### config.mk
export PLATFORM = sky130hd
export DESIGN_NAME = serial_add_ctrl
export DESIGN_NICKNAME = d
export VERILOG_FILES = /design/src/rtl/serial_add_pkg.sv /design/src/rtl/adder.sv /design/src/rtl/serial_add_ctrl.sv
export SDC_FILE = /design/constraint.sdc
export NUM_CORES = 1
export LEC_CHECK = 0
export ABC_CLOCK_PERIOD_IN_PS = 4900
export BUFFER_PORTS_ARGS = -buffer_cell sky130_fd_sc_hd__buf_2
export CAP_MARGIN = 5
export CORE_AREA = 2 2 102 123
export DETAILED_ROUTE_END_ITERATION = 7
export DIE_AREA = 0 0 104 125
export PLACE_DENSITY = 0.77
export SYNTH_ARGS = -nofsm -noshare
export SYNTH_HDL_FRONTEND = slang
export SYNTH_SLANG_ARGS = --single-unit
### constraint.sdc
create_clock -name clk_i -period 4.9 [get_ports clk_i]
set_input_delay 0.245 -clock clk_i [delete_from_list [all_inputs] [get_ports clk_i]]
set_output_delay 0.245 -clock clk_i [all_outputs]
set_load 0.01 [all_outputs]
### src/rtl/serial_add_pkg.sv
// Shared types and defaults for the bit-serial add/subtract controller.
package serial_add_pkg;

  localparam int DEFAULT_WIDTH = 32;

  typedef enum logic [1:0] {
    IDLE = 2'd0,
    RUN  = 2'd1,
    DONE = 2'd2
  } state_t;

endpackage

### src/rtl/adder.sv
// Single-bit full-adder cell; purely combinational.
module adder (
  input  logic a_i,
  input  logic b_i,
  input  logic carry_i,
  output logic sum_o,
  output logic carry_o
);

  assign sum_o   = a_i ^ b_i ^ carry_i;
  assign carry_o = (a_i & b_i) | (carry_i & (a_i ^ b_i));

endmodule

### src/rtl/serial_add_ctrl.sv
// Bit-serial add/subtract: one full-adder cell, one operand bit per clock, LSB first.
// Result valid WIDTH edges after accept; holds in DONE until res_ready_i, no request accepted outside IDLE.
module serial_add_ctrl
  import serial_add_pkg::*;
#(
  parameter int WIDTH = DEFAULT_WIDTH
) (
  input  logic             clk_i,
  input  logic             rst_i,
  input  logic             req_valid_i,
  output logic             req_ready_o,
  input  logic             req_sub_i,
  input  logic [WIDTH-1:0] req_a_i,
  input  logic [WIDTH-1:0] req_b_i,
  output logic             res_valid_o,
  input  logic             res_ready_i,
  output logic [WIDTH-1:0] res_sum_o,
  output logic             res_carry_o,
  output logic             res_ovf_o,
  output logic             res_zero_o,
  output logic             busy_o
);

  localparam int            CW       = (WIDTH > 1) ? $clog2(WIDTH) : 1;
  localparam logic [CW-1:0] LAST_BIT = CW'(WIDTH - 1);

  state_t           state_q, state_d;
  logic [WIDTH-1:0] a_q, b_q, acc_q, acc_nxt;
  logic [CW-1:0]    cnt_q;
  logic             carry_q;
  logic             bit_sum, bit_carry;
  logic             last_bit;

  logic [WIDTH-1:0] res_sum_q;
  logic             res_carry_q, res_ovf_q, res_zero_q;

  assign last_bit = (cnt_q == LAST_BIT);

  // State register
  always_ff @(posedge clk_i) begin
    if (rst_i) state_q <= IDLE;
    else       state_q <= state_d;
  end

  // Next-state logic
  always_comb begin
    state_d = state_q;
    case (state_q)
      IDLE:    if (req_valid_i) state_d = RUN;
      RUN:     if (last_bit)    state_d = DONE;
      DONE:    if (res_ready_i) state_d = IDLE;
      default: state_d = IDLE;
    endcase
  end

  // Output decode
  always_comb begin
    req_ready_o = (state_q == IDLE);
    res_valid_o = (state_q == DONE);
    busy_o      = (state_q == RUN);
  end

  adder u_adder (
    .a_i     (a_q[cnt_q]),
    .b_i     (b_q[cnt_q]),
    .carry_i (carry_q),
    .sum_o   (bit_sum),
    .carry_o (bit_carry)
  );

  always_comb begin
    acc_nxt        = acc_q;
    acc_nxt[cnt_q] = bit_sum;
  end

  // Subtraction is a + ~b + 1: invert B at accept and seed the carry with 1.
  always_ff @(posedge clk_i) begin
    if (rst_i) begin
      a_q         <= '0;
      b_q         <= '0;
      acc_q       <= '0;
      cnt_q       <= '0;
      carry_q     <= 1'b0;
      res_sum_q   <= '0;
      res_carry_q <= 1'b0;
      res_ovf_q   <= 1'b0;
      res_zero_q  <= 1'b0;
    end else if (state_q == IDLE) begin
      if (req_valid_i) begin
        a_q     <= req_a_i;
        b_q     <= req_sub_i ? ~req_b_i : req_b_i;
        carry_q <= req_sub_i;
        cnt_q   <= '0;
        acc_q   <= '0;
      end
    end else if (state_q == RUN) begin
      acc_q   <= acc_nxt;
      carry_q <= bit_carry;
      if (last_bit) begin
        // carry_q here is the carry into the MSB
        res_sum_q   <= acc_nxt;
        res_carry_q <= bit_carry;
        res_ovf_q   <= carry_q ^ bit_carry;
        res_zero_q  <= (acc_nxt == '0);
      end else begin
        cnt_q <= cnt_q + CW'(1);
      end
    end
  end

  assign res_sum_o   = res_sum_q;
  assign res_carry_o = res_carry_q;
  assign res_ovf_o   = res_ovf_q;
  assign res_zero_o  = res_zero_q;

endmodule

Word level (Yosys, flattened, before mapping)
Index checks and enable logic that the tools add are counted.
- bits in registers: 139
- bits of input ports: 69
- output and inout port bits: 38
- logic and storage cells: 59
- add/sub/neg operators: 1
- order comparisons: 2
- equality and inequality tests: 7
- muxes and demuxes: 22
- bitwise gates (word level): 8
- reductions and logical operators: 9
- operator list (cell ; number):
    two-way mux 32 bit ; 4
    bitwise mux 32 bit ; 1
    zero test 32 bit ; 1
    inverter 32 bit ; 1
    two-way mux 5 bit ; 4
    binary-select mux 1 bit (select 5 bit) ; 2
    AND reduction 3 bit ; 3
    < comparator 5 x 6 -> 1 bit, second input constant ; 1
    two-way mux 1 bit ; 6
    two-way mux 2 bit ; 3
    one-hot mux 2 bit (3 select lines) ; 1
    adder 5 x 1 -> 5 bit, second input constant ; 1
    demux 1 bit (select 5 bit) ; 1
    == test 5 bit, second input constant ; 1
    greater-or-equal comparator 5 x 1 -> 1 bit, second input constant ; 1
    != test 2 x 1 -> 1 bit, second input constant ; 2
    != test 2 bit, second input constant ; 2
    AND reduction 2 bit ; 2
    bitwise XOR 1 bit ; 3
    AND 1 bit ; 2
    == test 2 x 1 -> 1 bit, second input constant ; 1
    == test 2 bit, second input constant ; 1
    zero test 2 bit ; 1
    nonzero test 2 bit ; 1
    other kinds (3) ; 3

Logic depth before layout (Yosys ltp)
Gate-level depths: netlist (run 1).
- depth in word-level cells: 7
- mapped depth: 11
- mapped depth without buffers: 8

Hierarchy
A second synthesis (run 1) with hierarchy kept.
- cells, all modules: 716
- area, all modules: 6404.9 µm²
- modules (own cells, without submodules) (module ; instances ; cells each ; area an instance (µm²) ; sequential area each (µm²)):
    serial_add_ctrl ; 1 ; 715 ; 6384.9 ; 2782.7
    adder ; 1 ; 1 ; 20.0 ; 0.0

Least setup slack after synthesis (run 1)
OpenSTA, ideal clock, no wires.
- path type: register -> register
- start point: register cnt_q[1]
- end point: register res_zero_q (netlist: res_zero_o)
- library setup time: 0.059 ns
- data arrival time: 3.313 ns
- required time: 4.841 ns
- setup slack: 1.528 ns
- cell stages (with the launch flop): 12
- buffers on the path: 3
- period minus slack after synthesis: 3.372 ns
- cells stage by stage: dfxtp_1 -> buf_2 -> clkbuf_1 -> mux4_1 -> mux4_2 -> mux2_2 -> fa_1 -> clkbuf_1 -> mux2i_1 -> nand4_1 -> nor4_1 -> a31o_1
- word-level cells in the longest chain between the ends: 6
- elaborated cells between the ends (all ways): 15
- classes of those cells: order compare: 2; eq/ne: 1; mux: 7; bitwise: 2; reduce/logical: 3
- ends and longest elaborated chain (element ; RTL line ; source):
    from (decl) ; serial_add_ctrl.sv:29 ; logic [CW-1:0] cnt_q;
    from (signal assigned) ; serial_add_ctrl.sv:106 ; cnt_q <= cnt_q + CW'(1);
    < comparator 5 x 6 -> 1 bit (implied by the code) (tied with other cells) ; serial_add_ctrl.sv:73 ; acc_nxt[cnt_q] = bit_sum;
    logical AND 1 bit (implied by the code) (tied with other cells) ; serial_add_ctrl.sv:73 ;
    two-way mux 1 bit (implied by the code) / bitwise XOR 1 bit (equally long branches) ; serial_add_ctrl.sv:73, adder.sv:10 ;
    demux 1 bit (select 5 bit) / bitwise XOR 1 bit (equally long branches) ; serial_add_ctrl.sv:73, adder.sv:10 ;
    bitwise mux 32 bit ; serial_add_ctrl.sv:73 ;
    zero test 32 bit ; serial_add_ctrl.sv:104 ; res_zero_q <= (acc_nxt == '0);
    to (signal assigned) ; serial_add_ctrl.sv:104 ;
    to (decl) ; serial_add_ctrl.sv:35 ; logic res_carry_q, res_ovf_q, res_zero_q;
Several ways; a longest one is shown, not always the timed one. The select of a mux whose other input is x is not followed.
A chain may end at the register's enable or synchronous reset.

Final worst setup path (run 1)
Same ends and word-level chain as after synthesis.

==> flow_metrics.env, run 1 <==
export IMPL_antenna_cells=0
export IMPL_area_growth_syn_to_layout_pct=17.25
export IMPL_r2r_start="cnt_q[1]"
export IMPL_whs_endpoint="a_q[20]"
export IMPL_critPathLaunchType="register"
export IMPL_fmax_mhz=232.2
export IMPL_via_per_inst=5.808
export IMPL_dieArea_um2=13000
export IMPL_slew_viol_final=0
export IMPL_synth_top_area_frac=0.4305
export IMPL_synth_edf_count=0
export IMPL_drv_cap=0
export IMPL_skew_ns=0.008632
export IMPL_clk_pin_slew_ns=0.06
export IMPL_synthesis_nets=787
export IMPL_cp_max_fo=32
export IMPL_cts_buffer_depth=2
export IMPL_synth_seq_cells=139
export IMPL_postCtsSetupRepairBufs=0
export IMPL_synthArstFlopShare=0
export IMPL_synth_top_area_cell="dfxtp_1"
export IMPL_setup_tns_ns=0
export IMPL_via_count=5518
export IMPL_synthTopCellsByArea="dfxtp_1, nor2_1, a211oi_1, mux4_1, mux2i_1"
export IMPL_drt_total_wl_um=14930
export IMPL_finalHoldViolations=0
export IMPL_p_per_area_nw_per_um2=361.0
export IMPL_worstPathArrival_ns=4.61
export IMPL_regToRegSetupSlack_ns=0.59
export IMPL_route_detailed_drc=0
export IMPL_drt_iter0_drc=283
export IMPL_ys_warn_count=0
export IMPL_status="completed"
export IMPL_p_leak_nw=3.010
export IMPL_synth_cells=712
export IMPL_place_hpwl_um=9885
export IMPL_rsz0062_at_grt="no"
export IMPL_wl_per_cell_um=15.71
export IMPL_ys_types=36
export IMPL_post_cts_resized=0
export IMPL_tightest_slew_ns=1.194
export IMPL_fp_dieW_um=104
export IMPL_core_area_um2=11890
export IMPL_synth_area_um2=6464
export IMPL_io_buffers=106
export IMPL_drive_gt1_frac=0.1990
export IMPL_fp_dieH_um=125
export IMPL_cts_tree="built"
export IMPL_cts_buffers=17
export IMPL_cp_end_kind="register"
export IMPL_layout_common_cells="nor2_1, dfxtp_1, buf_2"
export IMPL_required_ns=5.20
export IMPL_slew_headroom=0.2028
export IMPL_grt_overflow_total=0
export IMPL_grt_max_degree=98
export IMPL_htree_levels=4
export IMPL_gp_congestion=0.8078
export IMPL_holdBufCountCts=0
export IMPL_antenna_found_initial=0
export IMPL_clk_latency_ns=0.41
export IMPL_setup_violations_final=0
export IMPL_grt_pass1_wl_um=24410
export IMPL_hold_depth=3
export IMPL_r2r_cells=8
export IMPL_whs_ns=0.06823
export IMPL_ir_worst_vdd_v=0.0002898
export IMPL_grt_usage=0.2284
export IMPL_min_period_ns=4.306
export IMPL_finalCritPeriodShare=0.8787
export IMPL_avgSynthCellArea_um2=9.078
export IMPL_final_nets=851
export IMPL_ys_seq_area_frac=0.4305
export IMPL_cts_sinks=139
export IMPL_initial_utilization=0.5436
export IMPL_synthFlopType="dfxtp_1"
export IMPL_dr_pass1_iters=5
export IMPL_timing_rr_end="res_zero_o"
export IMPL_hp_class="in -> reg"
export IMPL_grt_pass1_vias=5163
export IMPL_core_rowCount=44
export IMPL_clockRootBuffer="clkbuf_16"
export IMPL_worstHoldStart="req_a_i[20]"
export IMPL_antenna_left=0
export IMPL_io_pins=107
export IMPL_worst_setup_path_type="reg -> reg"
-- sequential cells by signal (all words and copies together), names as in the netlist --
register	count
res_ovf_o	1
acc_q	32
carry_q	1
res_sum_o	32
b_q	32
cnt_q	5
state_q	2
a_q	32
res_carry_o	1
res_zero_o	1
-- metrics by stage --
stage,instance area [um2],power [mW],instances,setup WS (ns),util
floorplan,6464,1.411,712,1.528,-
global placement,6983,1.478,918,0.8832,0.5872
detailed placement,6983,1.490,918,0.6264,0.5872
CTS,7579,2.743,950,0.5937,0.6373
global route,7579,2.818,950,0.3599,0.6373
finish,7579,2.736,950,0.5943,0.6373
-- cell families (layout without fill, tap and decap cells) --
kind of cell,Yosys count,in the layout,share of synthesized area
simple gates,268,268,0.1912
flops,139,139,0.4305
compound gates,135,135,0.1367
buf+inv,74,151,0.04820
mux,55,55,0.1332
xor+xnor,35,35,0.04743
fa+ha+maj,6,6,0.01278
-- synthesized netlist by cell type, drive strengths merged, types with 3 or more instances --
master,instances
nand4b,12
clkbuf,52
a21oi,37
dfxtp,139
inv,4
nand4,12
nor3,7
buf,18
mux4,20
ha,5
nor2,140
a211oi,64
mux2i,32
nor4bb,8
and4bb,4
nor4b,4
nand2,70
xnor2,33
mux2,3
a31oi,31
-- worst max-delay path by stage --
stage | startpoint | to | slack (ns) | cells after the start
6_report | cnt_q[1] | res_zero_o | 0.59 | 8
5_1_grt | cnt_q[1] | res_zero_o | 0.36 | 8
4_1_cts | cnt_q[1] | res_zero_o | 0.59 | 8
3_5_place_dp | cnt_q[1] | res_zero_o | 0.63 | 8
3_3_place_gp | cnt_q[1] | res_zero_o | 0.88 | 8
2_1_floorplan | cnt_q[1] | res_zero_o | 1.53 | 11
-- where the power goes --
group	switching (mW)	internal (mW)	leakage (nW)
registers	0.0271	1.17	1.13
clock network	0.487	0.781	0.280
logic	0.157	0.111	1.60
-- final cells by class --
cell class	count	area, um2
Fill cell	1024	4313
Multi-Input combinational cell	499	3383
Sequential cell	139	2783
Timing Repair Buffer	115	600.6
Clock buffer	20	456.7
Tap cell	161	201.4
Clock inverter	12	138.9
Inverter	4	15.01
-- critical path, stage by stage (launching register included) --
cell,delay [ns]
dfxtp_1,0.84
mux4_1,0.44
mux4_2,0.48
mux2_2,0.30
fa_1,1.29
mux2i_1,0.34
nand4_1,0.24
nor4_1,0.08
a31o_1,0.17
-- per-layer routing --
metal,track usage,routed length (um),vias to the layer above
li1,-,-,2673
met1,0.2821,6260,2586
met2,0.3920,7367,224
met3,0.04119,916,35
met4,0.09857,383,0
met5,0,0,-
(Power assumes the default switching activity.)
==> run 2: changes to the inputs <==
Settings changed: CELL_PAD_IN_SITES_DETAIL_PLACEMENT set to 0, CELL_PAD_IN_SITES_GLOBAL_PLACEMENT set to 1, CORE_AREA 2 2 102 123 to 2 2 115 140, DIE_AREA 0 0 104 125 to 0 0 117 142, PLACE_DENSITY 0.77 to 0.78.
==> run 2 against run 1 <==
Effect of this change: worst hold slack worse by 0.016 ns; clock skew shrank 0.0022 ns; utilization fell by 14 points; via count shrank 3.6%; cell count up 4.8%; setup slack lost 0.00052 ns; fmax hardly changed; critical endpoint unchanged; highest routed layer unchanged.
==> flow_metrics.env, run 2 (synthesis gave the netlist of run 1 again) <==
export IMPL_via_per_inst=5.338
export IMPL_cts_buffer_depth=2
export IMPL_busiest_layer="met2"
export IMPL_post_cts_resized=0
export IMPL_initial_utilization=0.4217
export IMPL_rsz0062_at_grt="no"
export IMPL_clockRootBuffer="clkbuf_16"
export IMPL_power_mw=2.750
export IMPL_worstPathArrival_ns=4.63
export IMPL_grt_util_met3=0.04813
export IMPL_antenna_cells=0
export IMPL_cts_tree="built"
export IMPL_grt_max_degree=88
export IMPL_place_hpwl_um=10210
export IMPL_setup_tns_ns=0
export IMPL_ir_worst_vdd_v=0.0002475
export IMPL_fp_dieW_um=117
export IMPL_dr_pass1_iters=6
export IMPL_setup_slack_ns=0.5938
export IMPL_dpl_worst_slack_ns=0.5938
export IMPL_cpMaxStageDelayCell="fa_1"
export IMPL_finalCritPeriodShare=0.8788
export IMPL_final_util=0.4976
export IMPL_worst_setup_path_type="reg -> reg"
export IMPL_critPathLaunchType="register"
export IMPL_drv_cap=0
export IMPL_skew_ns=0.006403
export IMPL_slew_headroom=0.2060
export IMPL_fp_dieH_um=142
export IMPL_antenna_found_initial=0
export IMPL_tightest_slew_ns=1.187
export IMPL_drt_iter0_drc=309
export IMPL_hp_class="in -> reg"
export IMPL_holdBufCountCts=0
export IMPL_io_pins=107
export IMPL_wl_per_cell_um=15.62
export IMPL_fmax_mhz=232.2
export IMPL_grt_overflow_total=0
export IMPL_clk_latency_ns=0.43
export IMPL_cp_max_fo=32
export IMPL_p_per_area_nw_per_um2=360.6
export IMPL_drt_total_wl_um=15560
export IMPL_drive_gt1_frac=0.1992
export IMPL_cts_buffers=17
export IMPL_path_cells="mux4_1, mux4_2, mux2_2, fa_1, mux2i_1, nand4_1, nor3_1, a31o_1"
export IMPL_dieArea_um2=16610
export IMPL_min_period_ns=4.306
export IMPL_layout_common_cells="nor2_1, dfxtp_1, buf_2"
export IMPL_grt_pass1_vias=4990
export IMPL_setup_violations_final=0
export IMPL_antenna_left=0
export IMPL_clk_pin_slew_ns=0.06
export IMPL_area_growth_syn_to_layout_pct=17.98
export IMPL_io_buffers=106
export IMPL_gp_congestion=0.7696
export IMPL_finalHoldViolations=0
export IMPL_route_detailed_drc=0
export IMPL_grt_pass1_wl_um=24780
export IMPL_postCtsSetupRepairBufs=0
export IMPL_status="completed"
export IMPL_slew_viol_final=0
export IMPL_htree_levels=4
export IMPL_core_rowCount=50
export IMPL_p_leak_nw=3.006
export IMPL_via_count=5317
export IMPL_final_nets=850
export IMPL_grt_usage=0.1905
export IMPL_cp_top_family="multiplexers"
export IMPL_core_area_um2=15330
export IMPL_critPathBufInv=0
export IMPL_gr_usage_met1=0.2442
export IMPL_cp_end_kind="register"
export IMPL_grtUsageMet2=0.3097
export IMPL_required_ns=5.22
export IMPL_crit_path_max_incr_delay_ns=1.28
export IMPL_cts_sinks=139
run 2: cell types whose count changed in the layout (fill, tap and decap cells not counted), sizes merged:
cell      change
inv           +2
clkinvlp      -1
clkbuf        -3
clkinv        +2
buf           -1
run 2: area by class of cell:
class	instances	area, um2
clock buffer	17	425.4
clock inverter	15	166.4
fill	1489	7701
inverter	4	15.01
multi-input combinational	499	3383
sequential	139	2783
tap	208	260.3
timing repair buffer	114	593.1
run 2: worst paths after layout:
check,depth (start not counted),to,slack (ns),start
setup reg to reg,8,res_zero_o,0.59,cnt_q[1]
hold reg to reg,2,a_q[25],0.46,a_q[25]
hold / removal,3,a_q[14],0.05,req_a_i[14]
setup / recovery,8,res_zero_o,0.59,cnt_q[1]
run 2: per-layer routing:
layer,part of all wire,vias to the layer above,wire (um)
li1,-,2668,-
met1,0.45,2478,6990
met2,0.49,149,7605
met3,0.046,22,710
met4,0.016,0,255
met5,0,-,0
run 2: per-stage QoR:
step / hold WS, ns / std cells / instance area (um2)
after detailed placement: 0.4478 / 964 / 7034
final: 0.05178 / 996 / 7626
after global placement: 0.4435 / 964 / 7034
after floorplan: 0.3810 / 712 / 6464
after CTS: 0.03798 / 996 / 7626
after global routing: 0.05163 / 996 / 7626
run 2: power breakdown:
part	internal [mW]	switching, mW
Sequential	1.17	0.0273
Clock	0.758	0.525
Combinational	0.110	0.158
run 2: tightest hold or removal path, stage by stage:
cell and delay, ns:
buf_2 0.09, nand2_1 0.04, a21oi_1 0.05
